`src/rtl/reg_writeback_unit.sv`:
```
`default_nettype none
// ============================================================================
// Module   : reg_writeback_unit
// Purpose  : In-order write sequencer for the 32x32 register bank. Holds a
//            small ring of pending writes (ALU results and outstanding loads),
//            retires ready head entries onto the single bank write port and
//            flags read-after-write hazards on the rs/rt read addresses.
// Revision : 1.0 - initial release
// ============================================================================
module reg_writeback_unit #(
  parameter int DEPTH = 4,
  parameter int PTR_W = 2
) (
  input  logic        clk,
  input  logic        reset,
  input  logic        issue_valid,
  output logic        issue_ready,
  input  logic [4:0]  issue_dest,
  input  logic        issue_is_load,
  input  logic [31:0] issue_data,
  input  logic        load_valid,
  input  logic [31:0] load_data,
  input  logic [4:0]  rs_addr,
  input  logic [4:0]  rt_addr,
  output logic        rs_hazard,
  output logic        rt_hazard,
  output logic [4:0]  writeReg,
  output logic [31:0] writeData,
  output logic        canWrite,
  output logic        load_err,
  output logic        empty
);

  // Entry storage: valid/ready flags are reset, payload is not.
  logic [DEPTH-1:0] vld_q;
  logic [DEPTH-1:0] rdy_q;
  logic [4:0]       dest_q [DEPTH];
  logic [31:0]      data_q [DEPTH];

  logic [PTR_W-1:0] head_q, head_d;
  logic [PTR_W-1:0] tail_q, tail_d;
  logic [PTR_W-1:0] load_ptr_q, load_ptr_d;
  logic [PTR_W:0]   count_q, count_d;

  logic [4:0]       write_reg_q;
  logic [31:0]      write_data_q;
  logic             can_write_q;
  logic             load_err_q;

  logic             accept;
  logic             retire;
  logic             fill;
  logic [DEPTH-1:0] unfilled;
  logic [DEPTH-1:0] unfilled_next;
  logic             scan_found;
  logic [PTR_W-1:0] scan_idx;

  // Capacity is judged on registered state only, so a same-cycle retire
  // does not free a slot until the following cycle.
  assign issue_ready = (count_q < (PTR_W+1)'(DEPTH));
  assign empty       = (count_q == '0);

  assign accept   = issue_valid && issue_ready;
  assign unfilled = vld_q & ~rdy_q;
  // Loads return in program order, so the oldest unfilled entry is the target.
  assign fill     = load_valid && (|unfilled);
  assign retire   = vld_q[head_q] && rdy_q[head_q];

  assign writeReg  = write_reg_q;
  assign writeData = write_data_q;
  assign canWrite  = can_write_q;
  assign load_err  = load_err_q;

  // Pointer/count next state and the oldest-unfilled-load search.
  always_comb begin
    head_d  = retire ? head_q + 1'b1 : head_q;
    tail_d  = accept ? tail_q + 1'b1 : tail_q;
    count_d = count_q + (PTR_W+1)'(accept) - (PTR_W+1)'(retire);

    // Unfilled set as it will be after this edge; a load accepted this cycle
    // is added only after the fill, so a same-cycle return cannot hit it.
    unfilled_next = unfilled;
    if (fill)
      unfilled_next[load_ptr_q] = 1'b0;
    if (accept && issue_is_load)
      unfilled_next[tail_q] = 1'b1;

    // Scan in age order starting at the head; retiring entries are ready and
    // so never appear in the unfilled set.
    load_ptr_d = load_ptr_q;
    scan_found = 1'b0;
    scan_idx   = head_q;
    for (int i = 0; i < DEPTH; i++) begin
      scan_idx = head_q + PTR_W'(i);
      if (!scan_found && unfilled_next[scan_idx]) begin
        load_ptr_d = scan_idx;
        scan_found = 1'b1;
      end
    end
  end

  // Hazard detection over every queued entry, register 0 excluded.
  always_comb begin
    rs_hazard = 1'b0;
    rt_hazard = 1'b0;
    for (int i = 0; i < DEPTH; i++) begin
      if (vld_q[i] && (dest_q[i] == rs_addr)) rs_hazard = 1'b1;
      if (vld_q[i] && (dest_q[i] == rt_addr)) rt_hazard = 1'b1;
    end
    if (rs_addr == 5'd0) rs_hazard = 1'b0;
    if (rt_addr == 5'd0) rt_hazard = 1'b0;
  end

  // Control state: pointers, entry flags, bank write port and error flag.
  always_ff @(posedge clk) begin
    if (!reset) begin
      vld_q        <= '0;
      rdy_q        <= '0;
      head_q       <= '0;
      tail_q       <= '0;
      load_ptr_q   <= '0;
      count_q      <= '0;
      write_reg_q  <= '0;
      write_data_q <= '0;
      can_write_q  <= 1'b0;
      load_err_q   <= 1'b0;
    end else begin
      head_q     <= head_d;
      tail_q     <= tail_d;
      load_ptr_q <= load_ptr_d;
      count_q    <= count_d;

      if (retire)
        vld_q[head_q] <= 1'b0;
      if (accept) begin
        vld_q[tail_q] <= 1'b1;
        rdy_q[tail_q] <= !issue_is_load;
      end
      if (fill)
        rdy_q[load_ptr_q] <= 1'b1;

      // Writes to register 0 are retired silently.
      can_write_q <= retire && (dest_q[head_q] != 5'd0);
      if (retire && (dest_q[head_q] != 5'd0)) begin
        write_reg_q  <= dest_q[head_q];
        write_data_q <= data_q[head_q];
      end

      if (load_valid && !(|unfilled))
        load_err_q <= 1'b1;
    end
  end

  // Entry payload: destination and data captured on issue, data on load fill.
  always_ff @(posedge clk) begin
    if (reset && accept) begin
      dest_q[tail_q] <= issue_dest;
      if (!issue_is_load)
        data_q[tail_q] <= issue_data;
    end
    if (reset && fill)
      data_q[load_ptr_q] <= load_data;
  end

endmodule
`default_nettype wire

```
`config.mk`:
```
export PLATFORM = sky130hd
export DESIGN_NAME = reg_writeback_unit
export DESIGN_NICKNAME = d
export VERILOG_FILES = /design/src/rtl/reg_writeback_unit.sv
export SDC_FILE = /design/constraint.sdc
export NUM_CORES = 1
export LEC_CHECK = 0
export CAP_MARGIN = 20
export CORE_ASPECT_RATIO = 2
export CORE_UTILIZATION = 60
export DETAILED_ROUTE_END_ITERATION = 8
export PLACE_DENSITY = 0.86
export SETUP_SLACK_MARGIN = 0.15
export SYNTH_ARGS = -nofsm -noshare
export SYNTH_HDL_FRONTEND = slang
export SYNTH_SLANG_ARGS = --single-unit
```
`constraint.sdc`:
```
create_clock -name clk -period 7.94 [get_ports clk]
set_clock_uncertainty 0.05 [all_clocks]
set_input_delay 1.985 -clock clk [delete_from_list [all_inputs] [get_ports clk]]
set_output_delay 1.985 -clock clk [all_outputs]
set_load 0.005 [all_outputs]
```
== Word-level counts from Yosys, hierarchy flattened ==
Memories as Yosys holds them, arrays and structs flattened. A register that Yosys moved wholly into a read port is not among the register bits.
Index checks and enable logic that the tools add are counted.
Operators by class
  add/sub/neg operators: 6
  magnitude comparators: 10
  eq/ne operators: 8
  muxes and demuxes: 53
  bitwise logic cells: 9
  reductions and logical operators: 34
Operators by type and width (number)
  5-bit equality test: 8
  4-bit two-way mux: 8
  1-bit two-way mux: 29
  1-bit logical AND: 22
  2-bit by 3-bit < comparator with 1-bit output (second input constant): 6
  4-bit AND: 3
  1-bit binary-select mux with 2-bit select: 6
  2-bit two-way mux: 6
  4-bit inverter: 3
  4-bit bitwise OR: 3
  5-bit logical NOT: 2
  1-bit demux with 2-bit select: 3
  2-bit by 1-bit >= comparator with 1-bit output (second input constant): 3
  1-bit logical NOT: 6
  5-bit nonzero test: 1
  2-bit by 1-bit adder with 2-bit output (second input constant): 2
  2-bit adder (second input constant): 2
  4-bit bitwise mux: 1
  4-bit nonzero test: 1
  4-bit OR reduction: 1
  3-bit by 1-bit adder with 3-bit output: 1
  3-bit logical NOT: 1
  3-bit < comparator (second input constant): 1
  3-bit by 1-bit subtractor with 3-bit output: 1
Storage, ports and cells
  bits in registers: 24
  memory bits (writable): 148
  bits of input ports: 84
  output and inout bits: 43
  logic and storage cells: 131
  memories: 2
Memories
  data_q: words 4, width 32, rd ports 1, clocked after memory_dff 1, write ports 2, line 38  | logic [31:0] data_q [DEPTH];
  dest_q: words 4, width 5, rd ports 5, clocked after memory_dff 1, write ports 1, line 37  | logic [4:0] dest_q [DEPTH];

== Longest topological paths before layout ==
  depth in word-level cells: 21
  gate-level depth with buffers: 13

== Least setup slack after synthesis ==
No wires, ideal clock.
  path type: input port to output port
  start: input rt_addr[0]
  end: output rt_hazard
  arrival: 2863 ps
  data required time: 5905 ps
  path slack: 3042 ps
  stages: 6
  buffers on the path: 1
  path through: clkbuf_1 xor2_1 nor4_1 nand3_1 nand4_1 o21a_1
On the way
  word-level cells in the longest chain between the ends: 7
  elaborated cells on any way between the ends: 14
Ends and longest elaborated chain
  start, declared: line 24  | input logic [4:0] rt_addr,
  5-bit equality test: line 108  | if (vld_q[i] && (dest_q[i] == rt_addr)) rt_hazard = 1'b1;
  1-bit logical AND: line 108
  1-bit two-way mux (4 in series): line 108
  1-bit two-way mux *: line 111  | if (rt_addr == 5'd0) rt_hazard = 1'b0;
  end, declared: line 26  | output logic rt_hazard,
Every way passes the cells marked *; elsewhere a longest branch is shown, timed or not.

== Final worst setup path ==
  start: input rs_addr[1]
  end: output rs_hazard
On the way
  word-level cells in the longest chain between the ends: 7
  elaborated cells on any way between the ends: 14
Ends and longest elaborated chain
  start, declared: line 23  | input logic [4:0] rs_addr,
  5-bit equality test: line 107  | if (vld_q[i] && (dest_q[i] == rs_addr)) rs_hazard = 1'b1;
  1-bit logical AND: line 107
  1-bit two-way mux (4 in series): line 107
  1-bit two-way mux *: line 110  | if (rs_addr == 5'd0) rs_hazard = 1'b0;
  end, declared: line 25  | output logic rs_hazard,
Marked as above.

==> impl_metrics.tcl <==
set metrics [dict create \
    outcome "completed" \
    syn_area_sq_um 9980 \
    path_class "in2out" \
    synthFlopType "edfxtp_1" \
    cp.arrival_ns 4.17 \
    worstReg2RegEnd "data_q[2][22]" \
    critPathLaunch "rs_addr[1]" \
    dpl.hpwl_mm 16.0 \
    tns_ns 0 \
    drc 0 \
    ys_seq_elements 206 \
    timing.fmax_ghz 0.161 \
    finalCritPeriodShare 0.782 \
    ant_nets 0 \
    drt_pass1_iterations 5 \
    setup_viol 0 \
    drive_gt1_frac 0.103 \
    drt_iter0_markers 384 \
    p_int_mw 1.96 \
    die_area_sq_um 17200 \
    power.total_mw 2.64 \
    num_vias 6483 \
    ys_seq_area_frac 0.562 \
    cts.hold.buffers_added 0 \
    worst_ir_drop_vdd_uv 171 \
    clk_latency_ns 0.48 \
    cp-start-kind "primary input" \
    grt_max_degree 59 \
    holdCritPathClass "reg2reg" \
    r2r_slack_ns 4.36 \
    critPathCaptureType "output pin" \
    syn_avg_cell_area_sq_um 14.3 \
    crit_fanout 5 \
    final-hold-violation-count 0 \
    grt_pass1_wl_mm 37.7 \
    antenna_found_initial 0 \
    synthCells 700 \
    ys_types 49 \
    cts-root-buf "clkbuf_16" \
    syn2layout_area_growth_pct 19.3 \
    finalCriticalPeriod_ns 6.21 \
    reg2regPathDepth 5 \
    cts-resized-gates 0 \
    synth_edf_count 148 \
    num_rows 66 \
    crit_end "rs_hazard" \
    fp.dieW_um 93.2 \
    timing.rr.start "vld_q[3]" \
    p_leak_nw 4.24 \
    drv_slew 0 \
    drv_cap 0 \
    clk_pin_slew_ns 0.06 \
    yosys_warnings 0 \
    cts_buffer_depth 3 \
    worstPathRequired_ns 5.91 \
    worst_pin_slew_ns 1.11 \
    swShare 0.257 \
    core-area_sq_um 16300 \
    p_comb_frac 0.181 \
    place_congestion 0.932 \
    slew_headroom 0.262 \
    clock_sinks 206 \
    htreeDepth 1 \
    clock_power_share 0.329 \
    cts_tree "done" \
    rsz0062_at_grt "false" \
    vias_per_cell 6.37 \
    n_antenna_cell 0 \
    dieHeight_um 184 \
    routed_wl_mm 24.7 \
    post_cts_buffers 0 \
    ios 127 \
    track_usage 0.299 \
    overflow 0 \
    p_switching_uw 676 \
    power_density_nw_per_um2 221 \
    wl_per_cell_um 24.3 \
    numCtsBuffers 18 \
    pwr-share-seq 0.490 \
    syn_nets 795 \
    finalNetCount 897 \
    io_buffer_count 126 \
    start_util 0.614 \
    async_flop_share 0 \
    grt_pass1_vias 7070 \
]
[state kept, by name, summed over array words and instances, names as in the netlist, named ones only]
| register | count |
|---|---|
| dest_q | 20 |
| vld_q | 4 |
| canWrite | 1 |
| data_q | 128 |
| rdy_q | 4 |
| load_err | 1 |
| writeReg | 5 |
| writeData | 32 |
| head_q | 2 |
| load_ptr_q | 2 |
| count_q | 3 |
| tail_q | 2 |
[placed cells by master (no fill, tap or decap), types with 7 or more instances in the layout]
cell               n
xor2_1            32
ha_1              10
dfxtp_1           56
mux2i_1           33
nor4_1            10
mux2_1           128
inv_1              9
nor2_1            59
nand3_1           11
a21oi_1           15
nand2_1           19
xnor2_1           12
clkbuf_16         20
edfxtp_1         148
clkdlybuf4s50_1  126
a22oi_1            7
mux4_2            37
[worst min path at each step]
stage / endpoint / depth (start not counted) / from / slack [ns]
floorplan: writeReg[0] / 2 / writeReg[0] / 0.40
global placement: writeReg[0] / 2 / writeReg[0] / 0.40
detailed placement: writeReg[4] / 2 / writeReg[4] / 0.40
CTS: writeReg[4] / 2 / writeReg[4] / 0.41
global route: writeReg[4] / 2 / writeReg[4] / 0.44
finish: writeReg[4] / 2 / writeReg[4] / 0.42
[through the flow]
step            util  instance area, sq um  hold WS (ns)  instances  setup WS, ns
3_3_place_gp   0.696                 11300         0.396        986          2.06
5_1_grt        0.732                 11900         0.440       1018          1.67
2_1_floorplan      -                  9980         0.403        700          3.04
6_report       0.732                 11900         0.417       1018          1.73
3_5_place_dp   0.696                 11300         0.403        986          1.91
4_1_cts        0.732                 11900         0.412       1018          1.90
[power by group through the flow]
stage | clock network, mW | logic, mW | registers (mW)
CTS | 0.872 | 0.474 | 1.29
floorplan | 0 | 0.305 | 1.29
global placement | 0 | 0.451 | 1.31
global route | 0.913 | 0.512 | 1.30
detailed placement | 0 | 0.469 | 1.31
finish | 0.867 | 0.477 | 1.29
[cell usage after synthesis (2+ instances only)]
| library cell | count | area share |
|---|---|---|
| a21o_1 | 2 | 0.0015 |
| a21oi_1 | 15 | 0.0075 |
| a221oi_1 | 2 | 0.0018 |
| a22oi_1 | 7 | 0.0053 |
| a31oi_1 | 3 | 0.0019 |
| a32o_1 | 2 | 0.0020 |
| and2_1 | 2 | 0.0013 |
| and3_1 | 4 | 0.0025 |
| and4b_1 | 2 | 0.0020 |
| buf_1 | 5 | 0.0019 |
| buf_12 | 2 | 0.0040 |
| buf_2 | 13 | 0.0065 |
| buf_6 | 2 | 0.0023 |
| clkbuf_1 | 27 | 0.010 |
| dfxtp_1 | 58 | 0.12 |
| edfxtp_1 | 148 | 0.45 |
| ha_1 | 10 | 0.013 |
| inv_1 | 9 | 0.0034 |
| inv_2 | 2 | 0.00075 |
| mux2_1 | 128 | 0.14 |
| mux2i_1 | 33 | 0.033 |
| mux4_2 | 37 | 0.083 |
| nand2_1 | 24 | 0.0090 |
| nand3_1 | 13 | 0.0065 |
| nand3b_1 | 2 | 0.0015 |
| nand4_1 | 3 | 0.0019 |
| nor2_1 | 59 | 0.022 |
| nor2b_1 | 5 | 0.0031 |
| nor3_1 | 3 | 0.0015 |
| nor4_1 | 10 | 0.0063 |
| o211ai_1 | 2 | 0.0015 |
| o21a_1 | 2 | 0.0015 |
| o21ai_0 | 2 | 0.0010 |
| o22ai_1 | 2 | 0.0013 |
| or4_1 | 4 | 0.0030 |
| xnor2_1 | 12 | 0.011 |
| xor2_1 | 32 | 0.028 |
[cells by family (layout without fill, tap and decap cells)]
kind of cell | count (synthesis) | after routing | synth area share
mux | 198 | 198 | 0.261
fa+ha+maj | 11 | 11 | 0.0145
flops | 206 | 206 | 0.562
buf+inv | 60 | 174 | 0.0290
compound gates | 47 | 47 | 0.0322
simple gates | 134 | 134 | 0.0631
xor+xnor | 44 | 44 | 0.0386
[final cells by class]
cell class | instances | area (sq um)
Clock buffer | 25 | 549
Clock inverter | 7 | 38.8
Fill cell | 1035 | 4360
Inverter | 11 | 41.3
Multi-Input combinational cell | 434 | 4120
Sequential cell | 206 | 5610
Tap cell | 204 | 255
Timing Repair Buffer | 131 | 1300
[worst max-delay path, stage by stage]
cell	delay (ns)
clkdlybuf4s50_1	0.65
xor2_1	0.25
nor4_1	0.40
nand3_1	0.14
nand4_1	0.12
o21a_1	0.13
clkdlybuf4s50_1	0.49
[layer usage]
layer	global-route usage	wire length [um]
met4	0.180	1430
met1	0.292	8170
met2	0.561	13700
met5	0	0
met3	0.0606	1440
(Power assumes the default switching activity.)
